File: src/rtl/div_sched_pkg.sv
// Shared definitions for the RV32M divider scheduler: state encoding,
// divide/remainder func3 codes and the countdown-width helper.
package div_sched_pkg;

   localparam logic [1:0] ST_IDLE = 2'd0;
   localparam logic [1:0] ST_BUSY = 2'd1;
   localparam logic [1:0] ST_DONE = 2'd2;

   typedef enum logic [1:0] {
      IDLE = ST_IDLE,
      BUSY = ST_BUSY,
      DONE = ST_DONE
   } state_t;

   localparam logic [2:0] F3_DIV  = 3'b100;
   localparam logic [2:0] F3_DIVU = 3'b101;
   localparam logic [2:0] F3_REM  = 3'b110;
   localparam logic [2:0] F3_REMU = 3'b111;

   // Bits needed to hold DIV_LAT-1; never less than one.
   function automatic int unsigned clog2(input int unsigned v);
      int unsigned w;
      w = 0;
      for (int unsigned i = 0; i < 32; i++) begin
         if ((64'd1 << i) < 64'(v)) w = i + 1;
      end
      return (w == 0) ? 1 : w;
   endfunction

endpackage

File: src/rtl/div_sched_ctrl_hazard.sv
// Decode-stage hazard check against the pending divide result:
// structural (second divide), RAW on rs1/rs2 and WAW on rd.
module div_sched_hazard
   import div_sched_pkg::*;
(
   input  logic       i_pend,
   input  logic [4:0] i_prd,
   input  logic       i_div_active,
   input  logic       i_d_is_div,
   input  logic       i_d_use_rs1,
   input  logic [4:0] i_d_rs1,
   input  logic       i_d_use_rs2,
   input  logic [4:0] i_d_rs2,
   input  logic       i_d_wreg,
   input  logic [4:0] i_d_rd,
   output logic       o_stall
);

   logic w_struct;
   logic w_raw1;
   logic w_raw2;
   logic w_waw;

   always_comb begin
      w_struct = i_d_is_div & i_div_active;
      w_raw1   = i_pend & i_d_use_rs1 & (i_d_rs1 == i_prd);
      w_raw2   = i_pend & i_d_use_rs2 & (i_d_rs2 == i_prd);
      w_waw    = i_pend & i_d_wreg    & (i_d_rd  == i_prd);
      o_stall  = w_struct | w_raw1 | w_raw2 | w_waw;
   end

endmodule

File: src/rtl/div_sched_ctrl.sv
// Scheduler for the shared iterative divider: launch from E, track the
// pending result, stall decode on hazards, and steal idle write-port cycles.
// Optional macro DIV_ZERO_BYPASS_EN resolves divide-by-zero without the divider.
module div_sched_ctrl
   import div_sched_pkg::*;
#(
   parameter int unsigned DIV_LAT = 32,
   parameter int unsigned XLEN    = 32
) (
   input  logic            clk,
   input  logic            clrn,
   input  logic            estart_sdivide,
   input  logic            estart_udivide,
   input  logic            ecancel,
   input  logic [2:0]      efunc3,
   input  logic [4:0]      erd,
   input  logic [XLEN-1:0] ea,
   input  logic [XLEN-1:0] eb,
   input  logic            flush,
   input  logic [4:0]      d_rs1,
   input  logic [4:0]      d_rs2,
   input  logic            d_use_rs1,
   input  logic            d_use_rs2,
   input  logic            d_wreg,
   input  logic [4:0]      d_rd,
   input  logic            d_is_div,
   input  logic            wwreg,
   input  logic [XLEN-1:0] dv_q,
   input  logic [XLEN-1:0] dv_r,
   output logic            dv_start,
   output logic            dv_signed,
   output logic            stall_d,
   output logic            wb_div_valid,
   output logic [4:0]      wb_div_rd,
   output logic [XLEN-1:0] wb_div_data,
   output logic            busy
);

   localparam int unsigned CW = clog2(DIV_LAT);

   state_t          r_state;
   logic [CW-1:0]   r_cnt;
   logic [4:0]      r_rd;
   logic            r_rem;
   logic [XLEN-1:0] r_res;

   logic            w_accept;
   logic            w_div0;
   logic            w_done;
   logic            w_grant;
   logic            w_pend;
   logic [4:0]      w_prd;

   assign w_accept = (estart_sdivide | estart_udivide) & ~ecancel & ~flush
                     & (r_state == IDLE);

`ifdef DIV_ZERO_BYPASS_EN
   assign w_div0 = w_accept & (eb == '0);
`else
   logic w_unused;
   assign w_div0   = 1'b0;
   assign w_unused = &{1'b0, ea, eb, efunc3[2], efunc3[0]};
`endif

   assign dv_start  = w_accept & ~w_div0;
   assign dv_signed = estart_sdivide;
   assign busy      = (r_state != IDLE);

   assign w_done       = (r_state == DONE);
   assign w_grant      = w_done & ~wwreg & (r_rd != 5'd0);
   assign wb_div_valid = w_grant;
   assign wb_div_rd    = w_done ? r_rd  : '0;
   assign wb_div_data  = w_done ? r_res : '0;

   // The E-stage destination counts as pending in the accept cycle itself.
   assign w_prd  = w_accept ? erd : r_rd;
   assign w_pend = (w_accept | (busy & (r_rd != 5'd0))) & (w_prd != 5'd0);

   div_sched_hazard u_hazard (
      .i_pend       (w_pend),
      .i_prd        (w_prd),
      .i_div_active (busy | w_accept),
      .i_d_is_div   (d_is_div),
      .i_d_use_rs1  (d_use_rs1),
      .i_d_rs1      (d_rs1),
      .i_d_use_rs2  (d_use_rs2),
      .i_d_rs2      (d_rs2),
      .i_d_wreg     (d_wreg),
      .i_d_rd       (d_rd),
      .o_stall      (stall_d)
   );

   always_ff @(posedge clk or negedge clrn) begin
      if (!clrn) begin
         r_state <= IDLE;
         r_cnt   <= '0;
         r_rd    <= '0;
         r_rem   <= 1'b0;
         r_res   <= '0;
      end else if (flush) begin
         r_state <= IDLE;
      end else begin
         case (r_state)
            IDLE: begin
               if (w_accept) begin
                  r_rd    <= erd;
                  r_rem   <= efunc3[1];
                  r_cnt   <= CW'(DIV_LAT - 1);
                  r_state <= BUSY;
`ifdef DIV_ZERO_BYPASS_EN
                  if (w_div0) begin
                     r_res   <= efunc3[1] ? ea : '1;
                     r_state <= DONE;
                  end
`endif
               end
            end
            BUSY: begin
               if (r_cnt == '0) begin
                  r_res   <= r_rem ? dv_r : dv_q;
                  r_state <= DONE;
               end else begin
                  r_cnt <= r_cnt - CW'(1);
               end
            end
            DONE: begin
               if (w_grant || (r_rd == 5'd0)) r_state <= IDLE;
            end
            default: r_state <= IDLE;
         endcase
      end
   end

endmodule

File: config.mk
export PLATFORM = sky130hd
export DESIGN_NAME = div_sched_ctrl
export DESIGN_NICKNAME = d
export VERILOG_FILES = /design/src/rtl/div_sched_pkg.sv /design/src/rtl/div_sched_ctrl_hazard.sv /design/src/rtl/div_sched_ctrl.sv
export SDC_FILE = /design/constraint.sdc
export NUM_CORES = 1
export LEC_CHECK = 0
export BUFFER_PORTS_ARGS = -buffer_cell sky130_fd_sc_hd__buf_2
export CORE_AREA = 2 2 84 86
export DETAILED_ROUTE_END_ITERATION = 6
export DIE_AREA = 0 0 86 88
export PLACE_DENSITY = 0.91
export SLEW_MARGIN = 15
export SYNTH_ARGS = -nofsm -noshare
export SYNTH_HDL_FRONTEND = slang
export SYNTH_HIERARCHICAL = 1
export SYNTH_SLANG_ARGS = --single-unit
File: constraint.sdc
create_clock -name clk -period 3.6 [get_ports clk]
set_input_delay 0.18 -clock clk [delete_from_list [all_inputs] [get_ports clk]]
set_output_delay 0.18 -clock clk [all_outputs]
set_load 0.02 [all_outputs]
# --- Yosys cells after proc, flatten, opt, wreduce, memory -nomap -nowiden ---
# Index checks and enable logic that the tools add are counted.
totals:
  elab_cells: 64
  regBits: 45
  inputBits: 162
classes:
  reduce_logical: 13
  n_bitwise: 23
  addsub: 1
  eq_ne: 10
  mux: 12
op_table:
  columns: ["cell", "count"]
  rows:
  - ["$mux W32", 2]
  - ["$mux W5", 4]
  - ["$eq A5 B5 Y1", 3]
  - ["$and A1 B1 Y1", 14]
  - ["$logic_not A5 Y1", 2]
  - ["$pmux W5 S2", 1]
  - ["$reduce_bool A5 Y1", 2]
  - ["$reduce_and A3 Y1", 3]
  - ["$mux W2", 4]
  - ["$ne A3 B3 Y1 const B", 2]
  - ["$or A1 B1 Y1", 6]
  - ["$pmux W2 S3", 1]
  - ["$sub A5 B1 Y5 const B", 1]
  - ["$ne A2 B2 Y1 const B", 2]
  - ["$reduce_and A4 Y1", 1]
  - ["$reduce_bool A2 Y1", 2]
  - ["$ne A3 B2 Y1 const B", 1]
  - ["$not A1 Y1", 3]
  - ["$eq A2 B1 Y1 const B", 1]
  - ["$eq A2 B2 Y1 const B", 1]
  - ["$logic_not A2 Y1", 1]
  - ["$reduce_and A2 Y1", 1]
  - ["$logic_or A1 B1 Y1", 1]

# --- Longest topological paths before layout ---
depth:
  depth_word: 12
  mapped_depth: 9
  ltp_nobuf: 7

# --- Cells and area by module ---
# The synthesis kept the hierarchy.
by_module_without_submodules:
  columns: ["module", "instances", "cells_each", "area_each_um2"]
  rows:
  - ["div_sched_ctrl", 1, 220, 2737.6]
  - ["div_sched_hazard", 1, 23, 178.9]

# --- Worst setup path after synthesis ---
# Ideal clock, no wire load.
synth_timing:
  path_type: "register to output"
  from: "register r_state[0]"
  to: "output port stall_d"
  path_slack_ps: 1329
  path_stages_with_launch: 10
  n_path_buf: 2
  t_required_ps: 3420
  arrival_time_ps: 2091
  cell_sequence: "dfrtp_1 buf_2 nor2_1 nand3_1 buf_2 mux2_2 xor2_1 nor4_1 nand4_1 nand4_1"
synth_between:
  elab_chain_cells: 10
synth_lines:
  columns: ["element", "line_no", "rtl"]
  rows:
  - ["start, declared", "div_sched_ctrl.sv:41", "state_t r_state;"]
  - ["start signal, assigned", "div_sched_ctrl.sv:95", "r_state <= IDLE;"]
  - ["start signal, assigned", "div_sched_ctrl.sv:101", "r_state <= IDLE;"]
  - ["start signal, assigned", "div_sched_ctrl.sv:109", "r_state <= BUSY;"]
  - ["$logic_not A2 Y1 (*)", "div_sched_ctrl.sv:55", "& (r_state == IDLE);"]
  - ["$and A1 B1 Y1 (*)", "div_sched_ctrl.sv:55", null]
  - ["$mux W5 (*)", null, null]
  - ["via w_prd[3]", "div_sched_ctrl.sv:52", "logic [4:0] w_prd;"]
  - ["$reduce_bool A5 Y1", "div_sched_ctrl.sv:77", "assign w_pend = (w_accept | (busy & (r_rd != 5'd0))) & (w_prd != 5'd0);"]
  - ["$and A1 B1 Y1", "div_sched_ctrl.sv:77", null]
  - ["$and A1 B1 Y1 (2 in series)", "div_sched_ctrl_hazard.sv:26", "w_raw1 = i_pend & i_d_use_rs1 & (i_d_rs1 == i_prd);"]
  - ["$or A1 B1 Y1 (2 in series)", "div_sched_ctrl_hazard.sv:29", "o_stall = w_struct | w_raw1 | w_raw2 | w_waw;"]
  - ["$or A1 B1 Y1 (*)", "div_sched_ctrl_hazard.sv:29", null]
  - ["end, declared", "div_sched_ctrl.sv:32", "output logic stall_d,"]
# Mark *: on every way through the listed nets, which the timed path passes. The rest lies on a longest branch.

# --- Worst setup path in the final report ---
# Same ends and word-level chain as after synthesis.

==> results.md <==
- Post-synthesis cell count: 243
- Final wirelength: 6410 microns
- GRT busiest layer: met2
- Met2 Usage GRT: 0.304
- DIE AREA: 7570 sq um
- Pleak: 2.03 nW
- Number of flops mapped to enable cells by yosys: 0
- Clk_lat worst skew: 0.29 ns
- Syn nets: 406
- Slew @ Worst Pin: 0.965 ns
- CP arrival: 2.95 ns
- N_diodes: 0
- Largest net degree at the start of global routing: 46
- Final WS setup: 0.467 ns
- HP Class: in2async
- Placed Instance Area: 3630 sq um
- Area leader, netlist: dfrtp_1
- Seq/Total Area, Yosys: 0.386
- Number of I/O port buffers: 137
- Max Cap Viol: 0
- Hold_buf cts: 0
- Global-route total usage across every layer: 0.169
- Vias: 2328
- Inst Count DP: 447
- Asr flop ratio synth: 1.00
- Top cell type's share of synthesized area: 0.386
- Clock Pin Slew Worst Setup and Hold Paths: 0.09 ns
- Synth Flop Type: dfrtp_1
- Yosys warnings: 6
- Final Skew: 0.00675 ns
- Reg-to-reg setup timing slack: 1.41 ns
- First-pass GRT wire length: 10200 microns
- Post_cts resized: 0
- Worst r2r path cells: 5
- Post-Syn Area: 2920 sq um
- Period utilization: 0.870
- 1st-pass router iterations: 4
- Met3 Use GR: 0.0283
- Clock Path Buffers: 2
- Nature of the critical path endpoint: output port
- Synth top area cells: dfrtp_1 39%, mux2_2 17%, mux2_4 15%
- Final nets: 537
- Final Hold Fails: 0
- Yosys cell types: 37
- Post-DP HPWL: 4940 microns
- RR Startpoint: r_cnt[0]
- RSZ-0062 raised after global routing: false
- Routed vias/inst: 5.12
- Setup_tns: 0 ns
- Final setup fails: 0
- Antenna Nets Post-Route: 0
- Largest fanout on the critical path: 12
- Crit. Startpoint: r_state[0]
- Layout cells sized above 1: 0.613
- Initial antenna violation count: 0
- Post-CTS Setup Bufs: 0
- Core ar.: 6640 sq um
- PD cells: 319 nW/um^2
- Placer Congestion: 0.742
- Final Cell Area: 3720 sq um
- Initial Util: 0.439
- Worst Setup EP: stall_d
- FF+latch count, synth: 45
- CTS tree: yes
- CTS Buf Count: 5
- CTS sink count: 45
- Avg WL per Cell: 14.1 microns
- Status: complete, no violations
- Initial DRC Count: 31
- Gr ovfl total: 0
- H-tree depth: 2
- Vias in the first global route: 2255
- Met1 Usage GRT: 0.209
- Rows: 30
- Max Slew Vio Count: 0
- Reg2reg end: r_res[26]
- Max_slew headroom: 0.356
- Crit path launch type: flip-flop
- FMAX: 319 MHz
- Synth Area per Inst: 12.0 sq um
- Setup Slack @ Placement: 0.745 ns
- Num ports: 204
- WHS: 0.0337 ns
- Drt drc: 0
- Die Span Y: 88 microns
- Clk root buf: clkbuf_8
- Req. time, crit path: 3.42 ns
- Post-route minimum period: 3.13 ns
- Peak VDD IR: 159 uV
- Finished Layout Cells: 455
- Crit Path Class: reg2out
- Die X: 86 microns
- Synth-to-Final Area Change: 27.7%
## report_power, final
group	switching [W]	leakage (nW)	internal, W	total [W]
registers	0.0000261	0.590	0.000532	0.000559
logic	0.000139	1.39	0.000179	0.000318
clock network	0.000173	0.0445	0.000138	0.000311
## layout make-up
class | instances | area [sq um]
clock buffer | 5 | 68.8
clock inverter | 3 | 21.3
fill | 564 | 2920
inverter | 6 | 22.5
multi-input combinational | 177 | 1680
sequential | 45 | 1130
tap | 80 | 100
timing repair buffer | 139 | 701
## worst max-delay path, stage by stage (launching register included)
cell and delay, ns:
dfrtp_1 0.52, nor2_1 0.24, nand3_1 0.42, mux2_2 0.47
xor2_1 0.17, nor4_1 0.40, nand4_1 0.15, nand4_1 0.12
buf_2 0.17
## logic make-up (layout without fill, tap and decap cells)
group                    Yosys count  in the layout  synth area share
AND/OR/NAND/NOR                   67             67             0.151
XOR/XNOR                          15             15            0.0450
AO/OA/AOI/OAI                     19             19            0.0476
flip-flops                        45             45             0.386
adder cells (fa/ha/maj)            1              1           0.00429
buffers and inverters             21            153            0.0373
multiplexers                      75             75             0.328
## layout by cell type (no fill, tap or decap), drive strengths merged
cell and n:
ha 1, nor4 3, or4 2, mux2 75
clkbuf 5, o21ai 3, clkinv 1, nor3b 1
or2 1, o211ai 3, and2 37, o2111ai 1
o21ba 1, nand4 8, nor4b 1, clkinvlp 1
dfrtp 45, nor3 1, or4b 1, nand3 2
a21o 1, nor2 3, xor2 12, a21boi 1
inv 7, buf 139, nand3b 1, o221a 2
o41ai 2, o21a 1, xnor2 3, nor2b 3
a21oi 4, nand2 3
## registers in the layout (all words and copies together) (netlist names)
name / flops
r_res: 32
r_cnt: 5
r_rd: 5
r_state: 2
r_rem: 1
## Yosys cell counts, types with 2 or more instances
cell,number
nand2_1,3
o41ai_1,2
mux2_2,45
o21ai_0,3
or4_1,2
nor2_1,2
mux2_4,30
and2_1,37
nor4_1,3
clkbuf_1,8
o211ai_1,3
buf_6,3
dfrtp_1,45
nand4_1,8
xor2_1,12
nor2b_1,3
buf_2,3
a21oi_1,4
o221a_2,2
inv_1,6
xnor2_1,3
## per-stage QoR
stage,util,power [W]
floorplan,-,0.000784
global placement,0.547,0.000874
detailed placement,0.547,0.000892
CTS,0.560,0.00121
global route,0.560,0.00126
finish,0.560,0.00119
## layer usage
| metal | routed length (microns) | share of wire | vias to the layer above |
|---|---|---|---|
| li1 | - | - | 1123 |
| met1 | 2640 | 0.41 | 1103 |
| met2 | 3300 | 0.51 | 98 |
| met3 | 408 | 0.064 | 4 |
| met4 | 69 | 0.011 | 0 |
| met5 | 0 | 0 | - |
## worst min-delay path by stage
| stage | end | slack [ns] |
|---|---|---|
| 3_5_place_dp | r_res[9] | 0.40 |
| 4_1_cts | r_res[9] | 0.07 |
| 3_3_place_gp | r_res[9] | 0.38 |
| 5_1_grt | r_state[1] | 0.09 |
| 2_1_floorplan | r_cnt[0] | -0.12 |
| 6_report | r_res[9] | 0.03 |
Note: power is estimated with default switching activity, not from simulation.
